## src/rtl/write_request_assembler_pkg.sv

```systemverilog
// Shared types and sizing for the memory-controller write path: AXI channel
// payloads, the decoded DRAM address and the AW entry queued by the assembler.
package MemoryController_Definitions;
  localparam int AXI_ADDRWIDTH       = 32;
  localparam int MEM_IDWIDTH         = 4;
  localparam int MEM_USERWIDTH       = 4;
  localparam int MEM_DATAWIDTH       = 64;
  localparam int NUM_FSM             = 8;
  localparam int NUM_FSM_BIT         = $clog2(NUM_FSM);
  localparam int ASSEMBLER_DEPTH     = 8;
  localparam int BURST_LENGTH        = 8;
  localparam int ASSEMBLER_BEATCNT_W = $clog2(BURST_LENGTH);

  typedef struct packed {
    logic [AXI_ADDRWIDTH-1:0] addr;
    logic [MEM_IDWIDTH-1:0]   id;
    logic [MEM_USERWIDTH-1:0] user;
  } axi_aw_chan_t;

  typedef struct packed {
    logic [MEM_DATAWIDTH-1:0]   data;
    logic [MEM_DATAWIDTH/8-1:0] strb;
    logic                       last;
  } axi_w_chan_t;

  // MSB-first overlay of the AXI address; {channel, rank} picks the RankFSM.
  typedef struct packed {
    logic [0:0]  channel;
    logic [1:0]  rank;
    logic [1:0]  bg;
    logic [1:0]  bank;
    logic [14:0] row;
    logic [9:0]  col;
  } mem_addr_t;

  typedef struct packed {
    mem_addr_t                mem_addr;
    logic [AXI_ADDRWIDTH-1:0] addr;
    logic [MEM_IDWIDTH-1:0]   id;
    logic [MEM_USERWIDTH-1:0] user;
    logic [NUM_FSM-1:0]       fsm;
  } WrAddrEntry;

  function automatic logic [NUM_FSM-1:0] fsm_select(input mem_addr_t a);
    logic [NUM_FSM_BIT-1:0] idx;
    idx = {a.channel, a.rank};
    return NUM_FSM'(1) << idx;
  endfunction
endpackage

```

## src/rtl/write_request_assembler_addr_fifo.sv

```systemverilog
// Circular FIFO of decoded AW entries; head is registered storage, so a push
// becomes visible one cycle later and full/empty come straight from the count.
module assembler_addr_fifo
  import MemoryController_Definitions::*;
#(
  parameter int DEPTH = ASSEMBLER_DEPTH
) (
  input  logic                   clk,
  input  logic                   rst_n,
  input  logic                   push_i,
  input  WrAddrEntry             entry_i,
  input  logic                   pop_i,
  output WrAddrEntry             head_o,
  output logic                   full_o,
  output logic                   empty_o,
  output logic [$clog2(DEPTH):0] count_o
);
  localparam int PW = $clog2(DEPTH);

  WrAddrEntry     mem_q [DEPTH];
  logic [PW-1:0]  wr_ptr_q, rd_ptr_q;
  logic [PW:0]    count_q;
  logic           push_ok, pop_ok;

  assign full_o  = (count_q == (PW+1)'(DEPTH));
  assign empty_o = (count_q == '0);
  assign push_ok = push_i & ~full_o;
  assign pop_ok  = pop_i & ~empty_o;
  assign head_o  = mem_q[rd_ptr_q];
  assign count_o = count_q;

  always_ff @(posedge clk) begin
    if (push_ok) mem_q[wr_ptr_q] <= entry_i;
  end

  always_ff @(posedge clk or negedge rst_n) begin
    if (!rst_n) begin
      wr_ptr_q <= '0;
      rd_ptr_q <= '0;
      count_q  <= '0;
    end else begin
      if (push_ok) wr_ptr_q <= wr_ptr_q + PW'(1);
      if (pop_ok)  rd_ptr_q <= rd_ptr_q + PW'(1);
      count_q <= count_q + (PW+1)'(push_ok) - (PW+1)'(pop_ok);
    end
  end
endmodule

```

## src/rtl/write_request_assembler.sv

```systemverilog
// Pairs each queued AW with a fixed-length W burst and presents every beat,
// tagged with its address/id/user, to the selected RankFSM via one output register.
module write_request_assembler
  import MemoryController_Definitions::*;
#(
  parameter int DEPTH = ASSEMBLER_DEPTH,
  parameter int BEATS = BURST_LENGTH
) (
  input  logic                         clk,
  input  logic                         rst_n,
  input  axi_aw_chan_t                 aw_i,
  input  logic                         aw_valid_i,
  output logic                         aw_ready_o,
  input  axi_w_chan_t                  w_i,
  input  logic                         w_valid_i,
  output logic                         w_ready_o,
  output mem_addr_t                    req_mem_addr_o,
  output logic [AXI_ADDRWIDTH-1:0]     req_addr_o,
  output logic [MEM_IDWIDTH-1:0]       req_id_o,
  output logic [MEM_USERWIDTH-1:0]     req_user_o,
  output logic [MEM_DATAWIDTH-1:0]     req_data_o,
  output logic [MEM_DATAWIDTH/8-1:0]   req_strb_o,
  output logic                         req_last_o,
  output logic [NUM_FSM-1:0]           req_valid_o,
  output logic                         req_data_valid_o,
  input  logic [NUM_FSM-1:0]           fsm_aw_ready_i,
  input  logic [NUM_FSM-1:0]           fsm_w_ready_i,
  output logic                         wlast_err_o
);
  localparam int CW   = (BEATS > 1) ? $clog2(BEATS) : 1;
  localparam int CNTW = $clog2(DEPTH) + 1;
  localparam logic [CW-1:0] LAST_BEAT = CW'(BEATS - 1);

  typedef enum logic {IDLE, BURST} state_e;

  state_e                     state_q, state_d;
  logic [CW-1:0]              beat_cnt_q, beat_cnt_d;
  logic                       init_done_q, wlast_err_q;
  logic                       out_valid_q, out_first_q, out_last_q;
  WrAddrEntry                 out_ent_q;
  logic [MEM_DATAWIDTH-1:0]   out_data_q;
  logic [MEM_DATAWIDTH/8-1:0] out_strb_q;

  WrAddrEntry       entry, head;
  mem_addr_t        dec_addr;
  logic             full, empty;
  logic [CNTW-1:0]  count;
  logic             aw_push, w_accept, is_last, burst_done, out_fire;
  logic [NUM_FSM-1:0] fire_gate;

  always_comb begin
    dec_addr          = mem_addr_t'(aw_i.addr);
    dec_addr.col[2:0] = 3'b0;
    entry = '{mem_addr: dec_addr, addr: aw_i.addr, id: aw_i.id,
              user: aw_i.user, fsm: fsm_select(dec_addr)};
  end

  assign aw_ready_o = ~full & init_done_q;
  assign aw_push    = aw_valid_i & aw_ready_o;

  // Beat 0 opens a new request downstream, so it also needs the AW-side ready.
  assign fire_gate  = fsm_w_ready_i & (out_first_q ? fsm_aw_ready_i : {NUM_FSM{1'b1}});
  assign out_fire   = out_valid_q & |(out_ent_q.fsm & fire_gate);
  assign w_ready_o  = (state_q == BURST) & init_done_q & (~out_valid_q | out_fire);
  assign w_accept   = w_valid_i & w_ready_o;
  assign is_last    = (beat_cnt_q == LAST_BEAT);
  assign burst_done = w_accept & is_last;

  assembler_addr_fifo #(.DEPTH(DEPTH)) u_fifo (
    .clk     (clk),
    .rst_n   (rst_n),
    .push_i  (aw_push),
    .entry_i (entry),
    .pop_i   (burst_done),
    .head_o  (head),
    .full_o  (full),
    .empty_o (empty),
    .count_o (count)
  );

  always_comb begin
    state_d    = state_q;
    beat_cnt_d = beat_cnt_q;
    if (w_accept) beat_cnt_d = is_last ? '0 : beat_cnt_q + CW'(1);
    case (state_q)
      IDLE:    if (aw_push || !empty) state_d = BURST;
      BURST:   if (burst_done && count == CNTW'(1) && !aw_push) state_d = IDLE;
      default: state_d = IDLE;
    endcase
  end

  always_ff @(posedge clk or negedge rst_n) begin
    if (!rst_n) begin
      state_q     <= IDLE;
      beat_cnt_q  <= '0;
      init_done_q <= 1'b0;
      wlast_err_q <= 1'b0;
      out_valid_q <= 1'b0;
      out_first_q <= 1'b0;
      out_last_q  <= 1'b0;
      out_ent_q   <= '0;
      out_data_q  <= '0;
      out_strb_q  <= '0;
    end else begin
      init_done_q <= 1'b1;
      state_q     <= state_d;
      beat_cnt_q  <= beat_cnt_d;
      wlast_err_q <= w_accept & (w_i.last != is_last);
      if (w_accept) begin
        out_valid_q <= 1'b1;
        out_first_q <= (beat_cnt_q == '0);
        out_last_q  <= is_last;
        out_ent_q   <= head;
        out_data_q  <= w_i.data;
        out_strb_q  <= w_i.strb;
      end else if (out_fire) begin
        out_valid_q <= 1'b0;
      end
    end
  end

  assign req_mem_addr_o   = out_ent_q.mem_addr;
  assign req_addr_o       = out_ent_q.addr;
  assign req_id_o         = out_ent_q.id;
  assign req_user_o       = out_ent_q.user;
  assign req_data_o       = out_data_q;
  assign req_strb_o       = out_strb_q;
  assign req_last_o       = out_last_q;
  assign req_valid_o      = out_valid_q ? out_ent_q.fsm : '0;
  assign req_data_valid_o = out_valid_q;
  assign wlast_err_o      = wlast_err_q;
endmodule

```

## config.mk

```make
export PLATFORM = sky130hd
export DESIGN_NAME = write_request_assembler
export DESIGN_NICKNAME = d
export VERILOG_FILES = /design/src/rtl/write_request_assembler_pkg.sv /design/src/rtl/write_request_assembler_addr_fifo.sv /design/src/rtl/write_request_assembler.sv
export SDC_FILE = /design/constraint.sdc
export NUM_CORES = 1
export LEC_CHECK = 0
export BUFFER_PORTS_ARGS = -buffer_cell sky130_fd_sc_hd__buf_2
export CAP_MARGIN = 20
export CORE_UTILIZATION = 59
export CTS_BUF_LIST = sky130_fd_sc_hd__clkbuf_8
export CTS_CLUSTER_SIZE = 12
export DETAILED_ROUTE_END_ITERATION = 7
export PLACE_DENSITY = 0.89
export SLEW_MARGIN = 10
export SYNTH_ARGS = -nofsm -noshare
export SYNTH_HDL_FRONTEND = slang
export SYNTH_HIERARCHICAL = 1
export SYNTH_SLANG_ARGS = --single-unit
```

## constraint.sdc

```tcl
create_clock -name clk -period 10.6 [get_ports clk]
set_input_delay 1.06 -clock clk [delete_from_list [all_inputs] [get_ports clk]]
set_output_delay 1.06 -clock clk [all_outputs]
set_load 0.02 [all_outputs]
```

* Word-level counts from Yosys, hierarchy flattened
Memories as Yosys holds them, arrays and structs flattened. A register that Yosys moved wholly into a read port is not among the register bits.
Index checks and enable logic that the tools add are counted.
** Operators by class
- Add/sub/neg operators :: 5
- Equal/unequal tests :: 4
- Shift operators :: 1
- Multiplexer cells :: 10
- Bitwise gates (word level) :: 17
- Reductions and logical operators :: 10
** Operator list (count)
- $and A8 B8 Y8 :: 2
- $mux W8 :: 2
- $and A1 B1 Y1 :: 10
- $add A3 B1 Y3 const B :: 3
- $reduce_or A8 Y1 :: 1
- $shl A1 B3 Y8 const A :: 1
- $mux W1 :: 6
- $add A4 B1 Y4 :: 1
- $eq A4 B1 Y1 const B :: 1
- $eq A4 B4 Y1 const B :: 1
- $logic_not A4 Y1 :: 1
- $not A1 Y1 :: 4
- $sub A4 B1 Y4 :: 1
- $eq A3 B3 Y1 const B :: 1
- $logic_not A1 Y1 :: 3
- $logic_not A3 Y1 :: 1
- $mux W3 :: 1
- $logic_and A1 B1 Y1 :: 2
- $pmux W1 S2 :: 1
- $reduce_bool A2 Y1 :: 1
- $logic_or A1 B1 Y1 :: 1
- $ne A1 B1 Y1 :: 1
- $or A1 B1 Y1 :: 1
** Word-level totals
- Register bits after elaboration :: 101
- Memory bits (writable) :: 616
- Input port bits :: 133
- Output and inout port bits :: 157
- Word-level logic and storage cells :: 61
- Memories kept :: 1
** Memories
- u_fifo.mem_q :: words 8, width 77, rd ports 1, clocked after memory_dff 1, wr ports 1, RTL line write_request_assembler_addr_fifo.sv:20 : WrAddrEntry mem_q [DEPTH];

* Depth between registers and ports, before layout
- Depth in word-level cells :: 13
- Mapped depth :: 15
- Depth with buffers taken out :: 13

* Cells and area by module
Netlist, hierarchy kept.
** By module, submodules not included
- assembler_addr_fifo :: instances 1, cells an instance 982, area an instance 24577.3 µm², sequential area each 19468.7 µm²
- write_request_assembler :: instances 1, cells an instance 464, area an instance 7343.3 µm², sequential area each 4028.9 µm²

* Worst setup path before layout
No wires, ideal clock.
- Path kind :: register -> register
- Start point :: reg u_fifo.count_q[2] (netlist: u_fifo/count_o[2])
- End point :: mem u_fifo/mem_q[0][0] (netlist bit), enable pin
- Library setup time :: 715 ps
- Data arrival time :: 9157 ps
- Data required time :: 9885 ps
- Path slack :: 728 ps
- Stages on the path, launching flop included :: 9
- Buffers on the path :: 0
- Clock period less this slack :: 9872 ps
- Path through :: dfrtp_1 > inv_1 > ha_1 > or3b_2 > inv_1 > nor2b_1 > and2_1 > nand2_1 > nor4_1
** Between the ends
- Cells in the longest elaborated chain, start to end :: 7
** RTL lines
- from (decl) :: RTL line write_request_assembler_addr_fifo.sv:22 : logic [PW:0] count_q;
- from (signal assigned) :: RTL line write_request_assembler_addr_fifo.sv:44 : count_q <= count_q + (PW+1)'(push_ok) - (PW+1)'(pop_ok);
- $eq A4 B4 Y1 :: RTL line write_request_assembler_addr_fifo.sv:25 : assign full_o = (count_q == (PW+1)'(DEPTH));
- named net full :: RTL line write_request_assembler.sv:46 : logic full, empty;
- $not A1 Y1 :: RTL line write_request_assembler.sv:58 : assign aw_ready_o = ~full & init_done_q;
- $and A1 B1 Y1 :: RTL line write_request_assembler.sv:58
- named net aw_ready_o :: RTL line write_request_assembler.sv:13 : output logic aw_ready_o,
- $and A1 B1 Y1 :: RTL line write_request_assembler.sv:59 : assign aw_push = aw_valid_i & aw_ready_o;
- named net aw_push :: RTL line write_request_assembler.sv:48 : logic aw_push, w_accept, is_last, burst_done, out_fire;
- $and A1 B1 Y1 :: RTL line write_request_assembler_addr_fifo.sv:27 : assign push_ok = push_i & ~full_o;
- $mux W1 :: RTL line write_request_assembler_addr_fifo.sv:33 : if (push_ok) mem_q[wr_ptr_q] <= entry_i;
- $mux W1 (implied by the code) :: RTL line write_request_assembler_addr_fifo.sv:33
- to (decl) :: RTL line write_request_assembler_addr_fifo.sv:20
The timed path passes the listed nets, and every way through them passes these cells.

* Worst setup path after layout
- Start point :: reg u_fifo.count_q[2] (netlist: u_fifo/count_o[2])
- End point :: mem u_fifo/mem_q[5][28] (netlist bit), enable pin
** Between the ends
- Cells in the longest elaborated chain, start to end :: 7
** RTL lines (RTL line)
- $eq A4 B4 Y1 :: write_request_assembler_addr_fifo.sv:25
- named net full :: write_request_assembler.sv:46
- $not A1 Y1 :: write_request_assembler.sv:58
- $and A1 B1 Y1 :: write_request_assembler.sv:58
- $and A1 B1 Y1 :: write_request_assembler.sv:59
- named net aw_push :: write_request_assembler.sv:48
- $and A1 B1 Y1 :: write_request_assembler_addr_fifo.sv:27
- $mux W1 :: write_request_assembler_addr_fifo.sv:33
- $mux W1 (implied by the code) :: write_request_assembler_addr_fifo.sv:33
The timed path passes the listed nets, and every way through them passes these cells.

==> impl_summary.log <==
INFO  metric critical_path.most_common_cell = sky130_fd_sc_hd__inv_1
INFO  metric grt_pass1_vias = roughly 16000
INFO  metric wl_met2 = 31.9 mm
INFO  metric floorplan.initialDensity = 0.603
INFO  metric synth_most_common_cell = sky130_fd_sc_hd__edfxtp_1
INFO  metric synth_area = 0.0319 mm^2
INFO  metric compound_cell_area_share_of_the_yosys_netlist = 0.00298
INFO  metric synthDistinctLibCells = 41
INFO  metric htree_num_levels = 3
INFO  metric crit_path_cell_trace = inv_1 > ha_1 > or3b_2 > inv_1 > nor2b_1 > and2_1 > nand3_1 > nor2_4 > buf_4
INFO  metric cp.required = around 11 ns
INFO  metric synth_top_cells_by_area = sky130_fd_sc_hd__edfxtp_1 60%, sky130_fd_sc_hd__dfrtp_1 13%, sky130_fd_sc_hd__mux4_2 11%
INFO  metric layout.core_utilization = 0.679
INFO  metric synth-seq-area-share = 0.736
INFO  metric totalPowerFinal = 8890 uW
INFO  metric setup.worst_path.end_class = register
INFO  metric drt_pre_antenna_iters = 5
INFO  metric path_clk_slew = 0.06 ns
INFO  metric pin_count = 290
INFO  metric fp-row-count = 84
INFO  metric ctsHoldBuffers = 0
INFO  metric period_needed = 3.78 ns
INFO  metric cts.repair.resized = 0
INFO  metric numCtsBuffers = 120
INFO  metric max_slew.worst_pin.slew = 1.10 ns
INFO  metric async_flop_share = 0.211
INFO  metric fp.dieArea = approximately 0.055 mm^2
INFO  metric power_density = 247 mW/mm^2
INFO  metric drc = 0
INFO  metric clock_insertion_delay_worst_skew = slightly above 0.7 ns
INFO  metric startpoint_type = register
INFO  metric fmaxAchievable = ~260 MHz
INFO  metric first_iter_violations = slightly below 1000
INFO  metric clock_tree_from_tritoncts = done
INFO  metric clock_sinks = 811
INFO  metric path_type_of_the_worst_setup_path = register to register
INFO  metric worst_path_arrival = 4.09 ns
INFO  metric post-cts-setup-buffer-count = 0
INFO  metric postSynthAreaPerCell = 22.1 um^2
INFO  metric area_growth_syn_to_layout = 12.7%
INFO  metric synth_xor_xnor_area_share = 0.00192
INFO  metric synth_adder_area_share = 0.00494
INFO  metric cap_violations = 0
INFO  metric synth.ff_latch_count = between 800 and 900
INFO  metric fin_nets = 1916
INFO  metric grt_pass1_wl = 93.9 mm
INFO  metric port-buffer-count = around 290
INFO  metric fin_worst_skew = 0.0377 ns
INFO  metric met3WireLength = between 4 and 5 mm
INFO  metric ir_worst_vdd = around 0.23 mV
INFO  metric placement.setup.worst_slack = 6.23 ns
INFO  metric report.final.hold_viol_count = 0
INFO  metric timing.final.max_slew_violations = 0
INFO  metric synthCells = ~1400
INFO  metric yosys.area.top_type = sky130_fd_sc_hd__edfxtp_1
INFO  metric overflow = 0
INFO  metric synth_top_family_by_area = multiplexers
INFO  metric layout-drive-gt1-share = 0.471
INFO  metric topRoutingLayerUsed = met5
INFO  metric design.core.area = 0.0530 mm^2
INFO  metric post_synth_most_frequent_cells = 640 x sky130_fd_sc_hd__edfxtp_1, 171 x sky130_fd_sc_hd__dfrtp_1, 160 x sky130_fd_sc_hd__mux4_2
INFO  metric drt.antenna.violating_nets = 0
INFO  metric post-route-worst-setup-slack = between 6 and 7 ns
INFO  metric detail_route.wirelength.met1 = 23.1 mm
INFO  metric dr_total_vias = ~15000
INFO  metric hold_path.class = primary input to asynchronous set/reset pin
INFO  metric grt_start_max_net_pins = 113
INFO  metric clock_path_buffers = 3
INFO  metric place_area = 0.0335 mm^2
INFO  metric synthSimpleGateAreaFrac = 0.0105
INFO  metric wl_per_cell = 23.7 um
INFO  metric final_area = approximately 0.036 mm^2
INFO  metric yosysTopAreaCellShare = 0.602
INFO  metric die_outline_width = 235 um
INFO  metric critPathMaxStageDelay = 0.89 ns
INFO  metric globalplace.congestion = 0.821
INFO  metric path_max_fanout = between 50 and 60
INFO  metric avgViaCountPerCell = between 5 and 6
INFO  metric synth_mux_area_frac = 0.209
INFO  metric final.setup.tns = 0 ns
INFO  metric dp.final_hpwl = ~34 mm
INFO  metric status = finished clean
INFO  metric groute.usage.overall = 0.226
INFO  metric grt_antenna_before_repair = 9
INFO  metric final_min_period_over_clock_period = 0.356
INFO  metric timing.final.setup_violations = 0
INFO  metric ys.warnings.count = 6
INFO  metric leakage = about 0.013 uW
INFO  metric wirelength = 60.8 mm
INFO  metric max-slew-margin-rel = 0.266
INFO  metric crit_slowest_cell = sky130_fd_sc_hd__nor2_4
INFO  metric ys_dominant_reg_cell = sky130_fd_sc_hd__edfxtp_1
INFO  metric clk_root_buffer_cell = sky130_fd_sc_hd__clkbuf_8
INFO  metric unrepaired_setup_endpoints_after_global_routing = false
INFO  metric chip_height = around 230 um
INFO  metric synth_enable_flop_cells = 640
[per-layer routing]
layer	track usage	vias up
met5	0	-
met4	0.0865	4
met3	0.0546	129
met2	0.388	613
met1	0.280	7693
li1	-	6395
[worst max-delay path: cells and delay by family, from the launching register on]
kind	cells	cell delay, ns
and+or+nand+nor	5	1.81
DFF	1	0.34
adders and majority gates	1	0.19
buffers and inverters	3	0.95
[logic make-up after synthesis]
family                     after synthesis
muxes                                  398
other                                    2
adders and majority gates               12
and+or+nand+nor                         58
DFF                                    811
buffers and inverters                  146
xor gates and xnor gates                 7
AOI/OAI and AO/OA                       12
[sequential cells by signal, indices dropped and copies added (netlist names), 3 cells and up]
register         cells
beat_cnt_q           3
out_ent_q            8
req_addr_o          32
req_data_o          64
req_id_o             4
req_mem_addr_o      32
req_strb_o           8
req_user_o           4
u_fifo/count_o       4
u_fifo/mem_q       640
u_fifo/rd_ptr_q      3
u_fifo/wr_ptr_q      3
[path summary, 6_finish.rpt]
check                                            startpoint                        endpoint  slack, ns  depth (start not counted)
max in group asynchronous                             rst_n  u_fifo/rd_ptr_q[1]$_DFFE_PN0P_       8.85                          2
worst min register to register   req_addr_o[17]$_DFFE_PN0P_      req_addr_o[17]$_DFFE_PN0P_       0.49                          1
worst min-delay path                                  rst_n      req_data_o[16]$_DFFE_PN0P_       0.31                          1
min in group clk                 req_addr_o[17]$_DFFE_PN0P_      req_addr_o[17]$_DFFE_PN0P_       0.49                          1
worst max-delay path            u_fifo/count_o[2]$_DFF_PN0_   u_fifo/mem_q[5][28]$_DFFE_PP_       6.82                          9
worst max register to register  u_fifo/count_o[2]$_DFF_PN0_   u_fifo/mem_q[5][28]$_DFFE_PP_       6.82                          9
[final cells by class]
class | instances | area [um^2]
tap | 688 | 861
fill | 3188 | 17000
clock inverter | 88 | 515
clock buffer | 139 | 1910
timing repair buffer | 314 | 1680
antenna | 6 | 15.0
multi-input combinational | 512 | 7450
sequential | 811 | 23500
inverter | 12 | 45.0
[placed cells by master (no fill, tap or decap), types with 6 or more instances in the layout]
cell / instances
sky130_fd_sc_hd__mux2_4: 100
sky130_fd_sc_hd__mux4_2: 160
sky130_fd_sc_hd__dfrtp_1: 168
sky130_fd_sc_hd__clkbuf_8: 140
sky130_fd_sc_hd__diode_2: 6
sky130_fd_sc_hd__ha_1: 11
sky130_fd_sc_hd__conb_1: 25
sky130_fd_sc_hd__edfxtp_1: 640
sky130_fd_sc_hd__clkinv_2: 17
sky130_fd_sc_hd__nand2_1: 9
sky130_fd_sc_hd__and2_1: 11
sky130_fd_sc_hd__mux2_2: 131
sky130_fd_sc_hd__buf_4: 23
sky130_fd_sc_hd__inv_1: 52
sky130_fd_sc_hd__buf_2: 288
sky130_fd_sc_hd__clkinv_1: 21
[where the power goes]
part	internal, uW	switching [uW]	total, uW	leakage (uW)
Combinational	1120	1080	2200	0.00388
Sequential	3890	320	4210	0.00779
Clock	1320	1160	2480	0.00140
Total	6330	2560	8890	0.0131
[per-stage QoR]
| step | hold WS [ns] | std cells |
|---|---|---|
| finish | 0.308 | 2570 |
| global route | 0.287 | 2568 |
| CTS | 0.256 | 2563 |
| detailed placement | 0.479 | 2336 |
| global placement | 0.469 | 2336 |
| floorplan | 0.459 | 1469 |
Power figures use the tool's default switching activity.
